--- config.mk ---
export PLATFORM = sky130hd
export DESIGN_NAME = apb_rr_arbiter
export DESIGN_NICKNAME = d
export VERILOG_FILES = /design/src/rtl/apb_rr_arbiter.sv
export SDC_FILE = /design/constraint.sdc
export NUM_CORES = 1
export LEC_CHECK = 0
export CAP_MARGIN = 20
export CORE_AREA = 4 4 153 155
export DETAILED_ROUTE_END_ITERATION = 8
export DIE_AREA = 0 0 157 159
export GPL_TIMING_DRIVEN = 0
export HOLD_SLACK_MARGIN = 0.06
export PLACE_DENSITY_LB_ADDON = 0.3
export SLEW_MARGIN = 20
export SYNTH_ARGS = -nofsm -noshare
export SYNTH_HDL_FRONTEND = slang
export SYNTH_SLANG_ARGS = --single-unit
--- constraint.sdc ---
create_clock -name pclk -period 1.98 [get_ports pclk]
set_clock_uncertainty 0.2 [all_clocks]
set_input_delay 0.396 -clock pclk [delete_from_list [all_inputs] [get_ports pclk]]
set_output_delay 0.396 -clock pclk [all_outputs]
set_load 0.02 [all_outputs]
--- src/rtl/apb_rr_arbiter.sv ---
// Round-robin APB master: shares one APB completer between NUM_REQ requesters,
// one SETUP/ACCESS transfer at a time. Optional ACCESS timeout: APB_ARB_TIMEOUT_EN.
module apb_rr_arbiter #(
    parameter int NUM_REQ = 4,
    parameter int ADDR_W  = 32,
    parameter int DATA_W  = 32,
    parameter int TIMEOUT = 16
) (
    input  logic                      pclk,
    input  logic                      rst,
    input  logic [NUM_REQ-1:0]        req_valid,
    input  logic [NUM_REQ-1:0]        req_write,
    input  logic [NUM_REQ*ADDR_W-1:0] req_addr,
    input  logic [NUM_REQ*DATA_W-1:0] req_wdata,
    output logic [NUM_REQ-1:0]        rsp_valid,
    output logic [DATA_W-1:0]         rsp_rdata,
    output logic                      rsp_err,
    output logic [ADDR_W-1:0]         paddr,
    output logic                      psel,
    output logic                      penable,
    output logic                      pwrite,
    output logic [DATA_W-1:0]         pwdata,
    input  logic                      pready,
    input  logic [DATA_W-1:0]         prdata
);

    localparam int IDX_W = $clog2(NUM_REQ);

    typedef enum logic [1:0] {
        ST_IDLE,
        ST_SETUP,
        ST_ACCESS
    } state_t;

    state_t               state_q, state_d;
    logic [IDX_W-1:0]     ptr_q, ptr_d;
    logic [IDX_W-1:0]     grant_q, grant_d;
    logic [ADDR_W-1:0]    paddr_q, paddr_d;
    logic [DATA_W-1:0]    pwdata_q, pwdata_d;
    logic                 pwrite_q, pwrite_d;
    logic                 psel_q, psel_d;
    logic                 penable_q, penable_d;
    logic [NUM_REQ-1:0]   rsp_valid_q, rsp_valid_d;
    logic [DATA_W-1:0]    rsp_rdata_q, rsp_rdata_d;

    logic [ADDR_W-1:0]    addr_arr  [NUM_REQ];
    logic [DATA_W-1:0]    wdata_arr [NUM_REQ];
    logic [NUM_REQ-1:0]   grant_oh;
    logic [NUM_REQ-1:0]   eligible;
    logic [IDX_W-1:0]     ptr_inc;
    logic                 arb_found;
    logic [IDX_W-1:0]     arb_idx;
    int                   cand;
    logic [IDX_W-1:0]     cand_idx;

    generate
        for (genvar gi = 0; gi < NUM_REQ; gi++) begin : g_unpack
            assign addr_arr[gi]  = req_addr[gi*ADDR_W +: ADDR_W];
            assign wdata_arr[gi] = req_wdata[gi*DATA_W +: DATA_W];
            assign grant_oh[gi]  = (grant_q == IDX_W'(gi));
        end
    endgenerate

    // A requester that is being answered this cycle has not yet had a chance
    // to drop or replace its request, so it sits out one arbitration round.
    assign eligible = req_valid & ~rsp_valid_q;
    assign ptr_inc  = (grant_q == IDX_W'(NUM_REQ - 1)) ? '0 : grant_q + IDX_W'(1);

    always_comb begin
        arb_found = 1'b0;
        arb_idx   = '0;
        cand      = 0;
        cand_idx  = '0;
        for (int k = 0; k < NUM_REQ; k++) begin
            cand = int'(ptr_q) + k;
            if (cand >= NUM_REQ) begin
                cand = cand - NUM_REQ;
            end
            cand_idx = IDX_W'(cand);
            if (!arb_found && eligible[cand_idx]) begin
                arb_found = 1'b1;
                arb_idx   = cand_idx;
            end
        end
    end

`ifdef APB_ARB_TIMEOUT_EN
    localparam int TMO_W = $clog2(TIMEOUT + 1);
    logic [TMO_W-1:0] tmo_cnt_q, tmo_cnt_d;
    logic             rsp_err_q, rsp_err_d;
`else
    logic unused_timeout_cfg;
    assign unused_timeout_cfg = (TIMEOUT > 0);
`endif

    always_comb begin
        state_d     = state_q;
        ptr_d       = ptr_q;
        grant_d     = grant_q;
        paddr_d     = paddr_q;
        pwdata_d    = pwdata_q;
        pwrite_d    = pwrite_q;
        psel_d      = psel_q;
        penable_d   = penable_q;
        rsp_valid_d = '0;
        rsp_rdata_d = rsp_rdata_q;
`ifdef APB_ARB_TIMEOUT_EN
        rsp_err_d   = 1'b0;
        tmo_cnt_d   = tmo_cnt_q;
`endif
        case (state_q)
            ST_IDLE: begin
                if (arb_found) begin
                    grant_d   = arb_idx;
                    paddr_d   = addr_arr[arb_idx];
                    pwdata_d  = wdata_arr[arb_idx];
                    pwrite_d  = req_write[arb_idx];
                    psel_d    = 1'b1;
                    penable_d = 1'b0;
                    state_d   = ST_SETUP;
`ifdef APB_ARB_TIMEOUT_EN
                    tmo_cnt_d = '0;
`endif
                end
            end
            ST_SETUP: begin
                penable_d = 1'b1;
                state_d   = ST_ACCESS;
            end
            ST_ACCESS: begin
                // pready is checked first so a completion on the last
                // permitted cycle beats the timeout.
                if (pready) begin
                    rsp_valid_d = grant_oh;
                    rsp_rdata_d = pwrite_q ? '0 : prdata;
                    ptr_d       = ptr_inc;
                    psel_d      = 1'b0;
                    penable_d   = 1'b0;
                    state_d     = ST_IDLE;
                end
`ifdef APB_ARB_TIMEOUT_EN
                else if (tmo_cnt_q == TMO_W'(TIMEOUT - 1)) begin
                    tmo_cnt_d   = TMO_W'(TIMEOUT);
                    rsp_valid_d = grant_oh;
                    rsp_err_d   = 1'b1;
                    rsp_rdata_d = '0;
                    ptr_d       = ptr_inc;
                    psel_d      = 1'b0;
                    penable_d   = 1'b0;
                    state_d     = ST_IDLE;
                end else begin
                    tmo_cnt_d = tmo_cnt_q + TMO_W'(1);
                end
`endif
            end
            default: begin
                psel_d    = 1'b0;
                penable_d = 1'b0;
                state_d   = ST_IDLE;
            end
        endcase
    end

    always_ff @(posedge pclk) begin
        if (rst) begin
            state_q     <= ST_IDLE;
            ptr_q       <= '0;
            grant_q     <= '0;
            paddr_q     <= '0;
            pwdata_q    <= '0;
            pwrite_q    <= 1'b0;
            psel_q      <= 1'b0;
            penable_q   <= 1'b0;
            rsp_valid_q <= '0;
            rsp_rdata_q <= '0;
        end else begin
            state_q     <= state_d;
            ptr_q       <= ptr_d;
            grant_q     <= grant_d;
            paddr_q     <= paddr_d;
            pwdata_q    <= pwdata_d;
            pwrite_q    <= pwrite_d;
            psel_q      <= psel_d;
            penable_q   <= penable_d;
            rsp_valid_q <= rsp_valid_d;
            rsp_rdata_q <= rsp_rdata_d;
        end
    end

`ifdef APB_ARB_TIMEOUT_EN
    always_ff @(posedge pclk) begin
        if (rst) begin
            tmo_cnt_q <= '0;
            rsp_err_q <= 1'b0;
        end else begin
            tmo_cnt_q <= tmo_cnt_d;
            rsp_err_q <= rsp_err_d;
        end
    end
    assign rsp_err = rsp_err_q;
`else
    assign rsp_err = 1'b0;
`endif

    assign rsp_valid = rsp_valid_q;
    assign rsp_rdata = rsp_rdata_q;
    assign paddr     = paddr_q;
    assign psel      = psel_q;
    assign penable   = penable_q;
    assign pwrite    = pwrite_q;
    assign pwdata    = pwdata_q;

endmodule

### Yosys cells after proc, flatten, opt, wreduce, memory -nomap -nowiden

Index checks and enable logic that the tools add are counted.

* output and inout bits: 104
* register bits: 109
* input bits: 299
* word-level logic and storage cells: 92

* muxes and demuxes: 38
* bitwise logic cells: 6
* equality and inequality tests: 7
* magnitude comparators: 10
* reductions and logical operators: 13
* add/sub/neg operators: 8

Operator list (number)
* $mux W32: 5
* $bmux W32 S2: 2
* $mux W2: 11
* $lt A2 B3 Y1 const B: 5
* $ge A3 B3 Y1 const B: 4
* $mux W1: 12
* $bmux W1 S2: 5
* $sub A2 B1 Y2 const B: 4
* $add A2 B2 Y3 const B: 2
* $eq A2 B2 Y1 const B: 3
* $pmux W1 S3: 2
* $pmux W2 S3: 1
* $reduce_and A2 Y1: 3
* $and A4 B4 Y4: 1
* $eq A2 B1 Y1 const B: 2
* $logic_not A2 Y1: 2
* $ne A2 B2 Y1 const B: 2
* $not A4 Y4: 1
* $add A2 B1 Y3 const B: 1
* $ge A2 B3 Y1 const B: 1
* $logic_and A1 B1 Y1: 3
* $logic_not A1 Y1: 3
* $not A1 Y1: 3
* $not A2 Y3: 1
* 3 further kinds: 3

### Logic depth before layout (Yosys ltp)

Gate-level depths: netlist of run 1.

* depth after elaboration: 18
* gate-level depth with buffers: 8
* depth with buffers taken out: 5

### Least setup slack after synthesis of run 1

No wires, ideal clock.

* path kind: register -> register
* from: register rsp_valid_q[2] (netlist: rsp_valid[2])
* to: register pwdata_q[10] (netlist: pwdata[10])
* data required time: 1.642 ns
* buffers on the path: 3
* setup slack: -0.061 ns
* arrival time: 1.704 ns
* cell stages (with the launch flop): 9
* library setup time: 0.138 ns
* period minus slack after synthesis: 2.041 ns
* cells stage by stage: dfxtp_1 -> nand2b_1 -> nor3b_1 -> o221a_2 -> clkbuf_2 -> buf_6 -> buf_6 -> mux2i_1 -> o221ai_1

* word-level cells in the longest chain between the ends: 18
* elaborated cells on any way between the ends: 29
* classes of those cells: mux: 19; bitwise: 3; reduce/logical: 7

RTL lines
* start: declaration: line 43 `logic [NUM_REQ-1:0] rsp_valid_q, rsp_valid_d;`
* start signal: assignment: line 185 `rsp_valid_q <= rsp_valid_d;`
* $not A4 Y4 (*): line 66 `assign eligible = req_valid & ~rsp_valid_q;`
* $and A4 B4 Y4 (*): line 66
* $bmux W1 S2: line 80 `if (!arb_found && eligible[cand_idx]) begin`
* $mux W1 (implied by the code): line 80
* $mux W1: line 80
* $logic_not A1 Y1: line 80
* $logic_and A1 B1 Y1: line 80
* $mux W1: line 80
* $logic_not A1 Y1: line 80
* $logic_and A1 B1 Y1: line 80
* $mux W1: line 80
* $logic_not A1 Y1: line 80
* $logic_and A1 B1 Y1: line 80
* $mux W2: line 80
* $not A2 Y3 (implied by the code): line 116 `pwdata_d = wdata_arr[arb_idx];`
* $bmux W32 S2: line 116
* $mux W32 (implied by the code) (2 in a row): line 116
* end signal: assignment: line 181 `pwdata_q <= pwdata_d;`
* end: declaration: line 39 `logic [DATA_W-1:0] pwdata_q, pwdata_d;`

Every way passes the cells marked *; elsewhere a longest branch is shown, timed or not. The select of a mux whose other input is x is not followed.
A chain may end at the register's enable or synchronous reset.

### Final worst setup path of run 1

* from: register ptr_q[1]
* to: register pwdata_q[29] (netlist: pwdata[29])

* word-level cells in the longest chain between the ends: 18
* elaborated cells on any way between the ends: 42
* classes of those cells: add/sub: 7; order compare: 4; mux: 23; bitwise: 1; reduce/logical: 7

RTL lines
* start: declaration: line 36 `logic [IDX_W-1:0] ptr_q, ptr_d;`
* start signal: assignment: line 178 `ptr_q <= ptr_d;`
* branches (longest 18 deep; another with $add A2 B1 Y3)

Several ways; the timed one is not identified. The select of a mux whose other input is x is not followed.

==> results by group, run 1 <==
Routing
  – M1 WL: around 9000 um
  – Post-DR wirelength/cell: 20.0 um
  – DRT antenna net count: 0
  – DR WL met3: about 2300 um
  – DR DRC count: 0
  – Routed met2 length: approximately 12000 um
  – Post-DR vias/cell: between 4 and 5
  – Highest metal used: met4
  – Pre-Repair DR Iteration Count: 4
  – DR vias: slightly below 6k
  – DRT iter0 DRCs: between 200 and 250
  – Post-Route WL: approximately 24000 um

STA
  – Final min period: about 2.2 ns
  – Final Hold Viols: 0
  – Final WS setup: -0.186 ns
  – # setup viols final: 65
  – RSZ-0062 raised after global routing: true
  – FMAX: 462 MHz
  – Period Utilization, post-route: 109%
  – Count of final max-slew check failures: 0
  – Setup TNS: -6.82 ns

Finish
  – Layout cells sized above 1: a little over an eighth
  – Most common cell after layout, fill and taps aside: clkdlybuf4s50_1
  – Fin util: between 40% and 50%
  – Synthesis-to-layout area growth: 109%
  – Most frequent cells in the layout: clkdlybuf4s50_1 (375), dfxtp_1 (105), mux2i_1 (104)
  – # nets final: 1239
  – N_diodes: 0
  – Fillers: 2020

Placement
  – GPL Wtd Cong: 0.797
  – Port buffer count: 401
  – Dpl ws: -0.973 ns
  – Post-DP HPWL: approximately 19000 um

Floorplan
  – Core box area: around 0.022 mm2
  – # rows: between 50 and 60
  – Initial Utilization: between 20% and 30%
  – Die area: 0.0250 mm2
  – Ports: 403
  – Width of the die: between 150 and 200 um
  – Die height: 159 um

Global routing
  – Overflow left after global routing: 0
  – Pin count of the biggest net entering global routing: 24
  – First-pass GRT wire length: approximately 35000 um
  – Total track usage: roughly 18%
  – Vias in the first global route: 5832
  – Initial antenna violation count: 0

Setup path
  – Reg2reg end: pwdata[29]
  – Flop-to-flop setup slack: -0.19 ns
  – Critical path class: flop to flop
  – Max Fanout on Critical Path: 6
  – RR Startpoint: ptr_q[1]
  – Setup crit end kind: flop
  – Crit path launch: ptr_q[1]
  – Reg2reg path depth: 7
  – CP startpoint kind: flop
  – Data required time of the critical path: around 2.0 ns
  – Worst endpoint data arrival time: approximately 2.2 ns

Pwr
  – Leakage power: roughly 4.2 nW
  – IR drop worst, VDD: roughly 0.00057 V
  – Power density cells: around 640 mW/mm2

Clocking
  – Worst-Skew Late Latency: between 0.3 and 0.4 ns
  – CTS Buf Count: 9
  – H-tree depth: 3
  – Clk slew on worst S/H paths: approximately 0.09 ns
  – CTS tree: built
  – Sinks on the clock net: 108
  – Hold-fix buffers at CTS: 0
  – Root buf cell: clkbuf_16
  – Worst-case clock buffer depth: 2

Run
  – # Max-Cap Violations: 0

Logic synthesis
  – YS warnings: 0
  – Synth Instances: around 500
  – Mapped Area: about 0.0052 mm2
  – Seq/Total Area, Yosys: 41.8%
  – Post-synthesis cell type count: 32
  – Syn_area_per_cell: roughly 10 um2
  – Flops & latches, synth: around 110
  – Synthesized Nets: between 800 and 900

Hold path
  – Min-delay src: paddr[25]
  – Hold depth: 2
  – Worst Hold Class: flop to flop
  – Hold Path End: paddr[25]

Status
  – Violations in the final reports: negative setup slack
  – Status: complete, but fails checks
## flip-flops by register name, summed over array words and instances, names as in the netlist
signal / count
rsp_valid: 4
grant_q: 2
ptr_q: 2
state_q: 2
pwrite: 1
paddr: 32
psel: 1
rsp_rdata: 32
pwdata: 32
## cell families (layout without fill, tap and decap cells)
| group | count (synthesis) | count (layout) | synth area share [%] |
|---|---|---|---|
| multiplexers | 131 | 131 | 25.4 |
| AO/OA/AOI/OAI | 113 | 113 | 18.3 |
| flip-flops | 108 | 108 | 41.8 |
| AND/OR/NAND/NOR | 96 | 96 | 8.06 |
| buffers and inverters | 48 | 488 | 5.35 |
| adder cells (fa/ha/maj) | 4 | 4 | 0.968 |
| other | 1 | 1 | 0.0726 |
## worst max-delay path, stage by stage (launching register included)
cell and delay, ns:
dfxtp_4 0.36, or4b_4 0.52, o221a_4 0.17, buf_12 0.15
buf_16 0.15, buf_12 0.14, mux2i_2 0.20, o221ai_1 0.15
## cells in the mapped netlist
master,count,share of area [%]
nor2b_1,1,0.12
nor3_2,1,0.19
nand2b_1,7,0.85
buf_4,2,0.29
buf_2,10,0.97
a22o_1,32,5.4
o21ai_0,2,0.19
a21oi_1,8,0.77
inv_1,3,0.22
clkbuf_2,1,0.097
and2_1,4,0.48
nand3b_1,1,0.15
o221ai_1,65,11
nor3b_1,1,0.15
inv_2,1,0.073
a211oi_1,1,0.15
clkbuf_1,21,1.5
or4b_1,1,0.19
nor3_1,4,0.39
o21ai_1,1,0.097
dfxtp_1,108,42
conb_1,1,0.073
ha_1,4,0.97
o221a_2,1,0.22
mux2i_1,131,25
buf_6,10,2.2
nand3_1,1,0.097
a41o_1,1,0.19
nor2_1,7,0.51
nand2_1,68,4.9
a41oi_1,1,0.17
a31oi_1,1,0.12
## repair_timing
item,4_1_cts,5_1_grt
setup endpoints to repair,107,103
buffers inserted,12,1
cloned,9,4
resized for setup,122,53
pin swaps,25,12
## power by group
part           switching [mW]  internal (mW)  leakage (nW)
Combinational            1.02           1.42          3.19
Clock                   0.989          0.928         0.156
Sequential              0.129           2.39         0.887
Total                    2.14           4.74          4.24
## area by class of cell
cell class | instances | area (um2) | share of cell area, %
repair buffers | 425 | 4460 | 41.2
multi-input cells | 345 | 3010 | 27.8
flip-flops and latches | 108 | 2170 | 20.0
plain buffers | 43 | 490 | 4.53
well taps | 280 | 350 | 3.24
clock buffers | 9 | 225 | 2.08
clock inverters | 7 | 96.3 | 0.891
inverters | 4 | 15.0 | 0.139
## worst max-delay path by stage
stage                     cells after the start         end  slack [ns]
after CTS                                     8  pwdata[13]       -0.21
after detailed placement                      8  pwdata[23]       -0.97
after global routing                          9  pwdata[29]       -0.30
after floorplan                               8  pwdata[10]      -0.002
final                                         7  pwdata[29]       -0.19
after global placement                        8  pwdata[29]       -0.98
## through the flow
step / instance area [um2] / std cells / hold slack [ns] / total power, mW
5_1_grt: 10800 / 1221 / 0.287 / 7.19
3_3_place_gp: 9540 / 1182 / 0.241 / 4.69
3_5_place_dp: 9540 / 1182 / 0.246 / 4.71
2_1_floorplan: 5180 / 501 / 0.280 / 3.44
6_report: 10800 / 1221 / 0.265 / 6.87
4_1_cts: 10600 / 1218 / 0.269 / 6.92
## metal layers
metal | vias to the layer above | GRT usage, %
met3 | 29 | 6.39
met5 | - | 0
met4 | 0 | 5.25
met2 | 266 | 32.5
met1 | 2682 | 19.4
li1 | 2791 | -
Power figures use the tool's default switching activity.
==> inputs of run 2 (changes only) <==
--- a/config.mk
+++ b/config.mk
@@ -5,10 +5,11 @@
 export SDC_FILE = /design/constraint.sdc
 export NUM_CORES = 1
 export LEC_CHECK = 0
+export ABC_AREA = 0
 export CAP_MARGIN = 20
-export CORE_AREA = 4 4 153 155
+export CORE_AREA = 4 4 155 157
 export DETAILED_ROUTE_END_ITERATION = 8
-export DIE_AREA = 0 0 157 159
+export DIE_AREA = 0 0 159 161
 export GPL_TIMING_DRIVEN = 0
 export HOLD_SLACK_MARGIN = 0.06
 export PLACE_DENSITY_LB_ADDON = 0.3
==> results by group, run 2 (synthesis results as in run 1) <==
Routing
  – DRT antenna net count: 0
  – Post-DR wirelength/cell: between 20 and 25 um
  – M1 WL: slightly above 10000 um
  – Routed met2 length: 13200 um
  – DR DRC count: 0
  – Post-Route WL: 25600 um
  – DR WL met3: between 1500 and 2000 um
  – Highest metal used: met5
  – Pre-Repair DR Iteration Count: 4
  – Post-DR vias/cell: between 4 and 5
  – DR vias: just under 6k
  – DRT iter0 DRCs: 208

Floorplan
  – Die height: 161 um
  – # rows: between 50 and 60
  – Initial Utilization: around 23%
  – Width of the die: roughly 160 um
  – Ports: 403
  – Die area: roughly 0.026 mm2
  – Core box area: between 0.02 and 0.025 mm2

Finish
  – Synthesis-to-layout area growth: 113%
  – Fillers: between 2k and 2.5k
  – Non-filler cells, final: between 1k and 1.5k
  – Sequential Area: 0.00217 mm2
  – Most frequent cells in the layout: clkdlybuf4s50_1 (385), mux2i_1 (105), dfxtp_1 (105)
  – Layout cells sized above 1: between 15 and 20%
  – # nets final: 1248
  – Most common cell after layout, fill and taps aside: clkdlybuf4s50_1
  – Multi-input logic area: between 0.003 and 0.004 mm2
  – N_diodes: 0

Pwr
  – IR drop worst, VDD: approximately 0.00049 V
  – Power density cells: between 600 and 700 mW/mm2
  – Leakage power: 4.16 nW
  – Tot Pwr: roughly 7.0 mW

Status
  – Violations in the final reports: negative setup slack
  – Status: complete, but fails checks

Hold path
  – Min-delay src: pwdata[29]
  – Hold Path End: pwdata[29]
  – Hold depth: 2
  – Worst Hold Class: flop to flop

Clocking
  – Worst-Skew Late Latency: ~0.36 ns
  – Clk slew on worst S/H paths: 0.09 ns
  – CTS tree: built
  – Root buf cell: clkbuf_16
  – CTS Buf Count: 9
  – Worst-case clock buffer depth: 2
  – Hold-fix buffers at CTS: 0
  – Sinks on the clock net: about 110
  – H-tree depth: 3

Setup path
  – Reg2reg end: pwdata[3]
  – Flop-to-flop setup slack: -0.20 ns
  – Worst endpoint data arrival time: between 2 and 2.5 ns
  – Slowest stage cell, crit path: dfxtp_4
  – CP startpoint kind: flop
  – Reg2reg path depth: 9
  – Number of buffer and inverter stages on the critical path: 4
  – Max Fanout on Critical Path: 5
  – CP Depth: 9
  – Setup crit end kind: flop
  – Largest stage delay, worst path: about 0.37 ns
  – Data required time of the critical path: about 2.0 ns
  – Crit path max-delay family: buffers and inverters
  – Worst-path cell chain: buf_6 > nand3b_1 > nor3b_4 > o221a_4 > buf_6 > buf_12 > buf_16 > mux2i_4 > o221ai_2
  – Most used cell, CP: buf_6
  – RR Startpoint: ptr_q[1]
  – Critical path class: flop to flop

STA
  – Final Hold Viols: 0
  – Rel. slew slack: 65.4%
  – RSZ-0062 raised after global routing: true
  – Count of final max-slew check failures: 0
  – # setup viols final: 66
  – FMAX: between 400 and 500 MHz
  – Period Utilization, post-route: 110%
  – Actual slew at the worst max-slew pin: just over 0.5 ns
  – Final min period: around 2.2 ns
  – Final WS setup: -0.204 ns

Placement
  – GPL Wtd Cong: roughly 0.8
  – Dpl cells: around 1.2k
  – Dpl ws: -1.00 ns
  – Post-DP HPWL: approximately 19000 um
  – Port buffer count: 401

Global routing
  – Initial antenna violation count: 1
  – Overflow left after global routing: 0
  – Pin count of the biggest net entering global routing: 22
  – Vias in the first global route: slightly below 6k
  – Total track usage: ~18%
  – First-pass GRT wire length: between 30000 and 40000 um

Run
  – # Max-Cap Violations: 0
run 2: metrics by stage:
step / TNS, ns / cell area (um2) / hold WS [ns] / utilization [%]
final: -8.86 / 11000 / 0.265 / 48.9
after global routing: -15.95 / 11000 / 0.288 / 48.9
after CTS: -8.74 / 10600 / 0.272 / 47.2
after detailed placement: -76.81 / 9550 / 0.248 / 42.4
after global placement: -76.06 / 9550 / 0.243 / 42.4
after floorplan: -0.104 / 5180 / 0.280 / -
run 2: worst max path at each step:
stage / from / end / slack [ns]
2_1_floorplan: rsp_valid[2] / pwdata[10] / -0.002
3_3_place_gp: req_valid[3] / paddr[28] / -1.0
3_5_place_dp: req_valid[3] / paddr[21] / -1.0
4_1_cts: ptr_q[1] / paddr[8] / -0.22
6_report: ptr_q[1] / pwdata[3] / -0.20
5_1_grt: ptr_q[1] / pwdata[3] / -0.32
run 2: per-layer routing:
layer  global-route usage [%]  vias up
li1                         -     2807
met1                     20.8     2694
met2                     33.5      249
met3                     5.77       20
met4                     4.14        2
met5                        0        -
run 2: tightest hold or removal path: stages (launching register included):
cell and delay, ns:
dfxtp_1 0.33, nand2_1 0.05, o221ai_1 0.06
run 2: power by group:
part / internal [mW] / leakage (nW) / switching (mW) / total, mW
combinational: 1.47 / 3.11 / 1.05 / 2.52
sequential: 2.39 / 0.887 / 0.135 / 2.52
clock: 1.03 / 0.160 / 0.962 / 1.99
run 2: timing repair:
action | CTS | global route
buffers inserted | 13 | 9
resized for setup | 127 | 57
hold endpoints to repair | 0 | 0
cloned | 10 | 3
setup endpoints to repair | 106 | 98
pin swaps | 35 | 32
run 2: area by class of cell:
type / count / share of cell area, %
Clock inverter: 7 / 0.933
Timing Repair Buffer: 434 / 41.3
Sequential cell: 108 / 19.7
Multi-Input combinational cell: 345 / 28.2
Inverter: 4 / 0.137
Clock buffer: 9 / 2.05
Buffer: 43 / 4.45
Tap cell: 285 / 3.24
==> inputs of run 3 (changes only) <==
--- a/config.mk
+++ b/config.mk
@@ -12,7 +12,7 @@
 export DIE_AREA = 0 0 159 161
 export GPL_TIMING_DRIVEN = 0
 export HOLD_SLACK_MARGIN = 0.06
-export PLACE_DENSITY_LB_ADDON = 0.3
+export PLACE_DENSITY = 0.71
 export SLEW_MARGIN = 20
 export SYNTH_ARGS = -nofsm -noshare
 export SYNTH_HDL_FRONTEND = slang
==> results by group, run 3 (synthesis results as in run 1) <==
Routing
  – DR DRC count: 0
  – DRT antenna net count: 0
  – DRT iter0 DRCs: between 200 and 250
  – Post-Route WL: 25700 um
  – Post-DR vias/cell: about 4.7
  – DR vias: 5817
  – Pre-Repair DR Iteration Count: 4
  – Post-DR wirelength/cell: between 20 and 25 um

Pwr
  – Flop pwr share: a little over a third
  – Leakage power: 4.32 nW
  – Clock power share: 27.9%
  – Logic pwr share: between 30% and 40%
  – Power density cells: approximately 640 mW/mm2
  – Internal power: 4.93 mW
  – Switching fraction of total power: 30.6%
  – IR drop worst, VDD: between 0.0004 and 0.0005 V
  – Tot Pwr: 7.10 mW
  – Sw Pwr: 2.17 mW

Setup path
  – CP startpoint kind: flop
  – Flop-to-flop setup slack: -0.18 ns
  – Critical path class: flop to flop
  – Data required time of the critical path: between 2 and 2.5 ns
  – Setup crit end kind: flop
  – Worst endpoint data arrival time: 2.19 ns
  – Max Fanout on Critical Path: 6
  – RR Startpoint: ptr_q[1]
  – Crit path launch: ptr_q[1]

Global routing
  – Total track usage: between 10% and 20%
  – Overflow left after global routing: 0
  – Initial antenna violation count: 3
  – Vias in the first global route: approximately 6.2k
  – First-pass GRT wire length: between 30000 and 40000 um
  – Pin count of the biggest net entering global routing: 22

Placement
  – Post-DP HPWL: around 19000 um
  – GPL Wtd Cong: between 0.8 and 0.9
  – Area after DPL: 0.00955 mm2
  – Port buffer count: 401

Hold path
  – Min-delay src: paddr[27]
  – Worst Hold Class: flop to flop

Clocking
  – Hold-fix buffers at CTS: 0
  – Sinks on the clock net: 108
  – Worst-Skew Late Latency: ~0.36 ns
  – Worst-case clock buffer depth: 2
  – Clk slew on worst S/H paths: 0.08 ns
  – CTS Buf Count: 9
  – Root buf cell: clkbuf_16
  – CTS tree: built
  – H-tree depth: 3

Finish
  – Most common cell after layout, fill and taps aside: clkdlybuf4s50_1
  – # nets final: ~1.2k
  – Post-route cell area: roughly 0.011 mm2
  – Fin util: between 40% and 50%
  – Most frequent cells in the layout: clkdlybuf4s50_1 (376), dfxtp_1 (105), mux2i_1 (92)
  – Synthesis-to-layout area growth: 116%
  – Layout cells sized above 1: between 15 and 20%

STA
  – # setup viols final: 66
  – Final WS setup: -0.180 ns
  – Actual slew at the worst max-slew pin: approximately 0.53 ns
  – Count of final max-slew check failures: 0
  – Period Utilization, post-route: 109%
  – Final Hold Viols: 0
  – Final min period: roughly 2.2 ns
  – RSZ-0062 raised after global routing: true
  – Worst hold margin: roughly 0.26 ns
  – FMAX: between 400 and 500 MHz
  – Rel. slew slack: around two thirds

Floorplan
  – Width of the die: about 160 um
  – Initial Utilization: between 20% and 30%
  – Ports: around 400
  – Die area: 0.0256 mm2
  – Core box area: 0.0225 mm2
  – Die height: roughly 160 um
  – # rows: 55

Run
  – # Max-Cap Violations: 0

Status
  – Violations in the final reports: negative setup slack
  – Status: complete, but fails checks
## run 3: final timing paths
check,end,cells after the start
max,paddr[25],7
min reg2reg,paddr[27],2
max reg2reg,paddr[25],7
min,paddr[27],2
## run 3: layout make-up
class | instances | area, um2
tap | 285 | 357
sequential | 108 | 2170
clock buffer | 9 | 225
clock inverter | 7 | 108
inverter | 4 | 15.0
antenna | 2 | 5.00
buffer | 43 | 512
multi-input combinational | 345 | 3260
timing repair buffer | 429 | 4540
fill | 2072 | 11300
## run 3: what timing repair did
item	in CTS	in global routing
resized for setup	153	73
endpoints found under the setup margin	105	107
pin swaps	48	15
buffers inserted	17	0
gates cloned	14	0
## run 3: routing by layer
layer	vias to the layer above	wire, um	track usage, %
met5	-	13	0
met4	2	617	4.65
met3	36	2010	6.15
met2	279	13100	34.6
met1	2702	9930	21.2
li1	2798	-	-
## run 3: critical path, cell delays in order (launching register included)
cell      delay [ns]
dfxtp_4         0.35
or4b_4          0.54
o221a_4         0.16
buf_12          0.15
buf_16          0.15
buf_16          0.16
mux2i_2         0.19
o221ai_1        0.13
## run 3: power by group through the flow
stage | registers [mW] | logic (mW) | clock network [mW]
after floorplan | 2.81 | 0.634 | 0
after global placement | 2.56 | 2.13 | 0
after detailed placement | 2.57 | 2.15 | 0
after CTS | 2.52 | 2.54 | 2.05
after global routing | 2.55 | 2.74 | 2.13
final | 2.52 | 2.60 | 1.98
## run 3: stage by stage
step / std cells / TNS (ns) / worst slack [ns]
finish: 1232 / -8.21 / -0.180
global route: 1231 / -12.06 / -0.239
CTS: 1233 / -8.48 / -0.217
detailed placement: 1187 / -78.19 / -0.982
global placement: 1187 / -80.92 / -1.03
floorplan: 501 / -0.104 / -0.00206
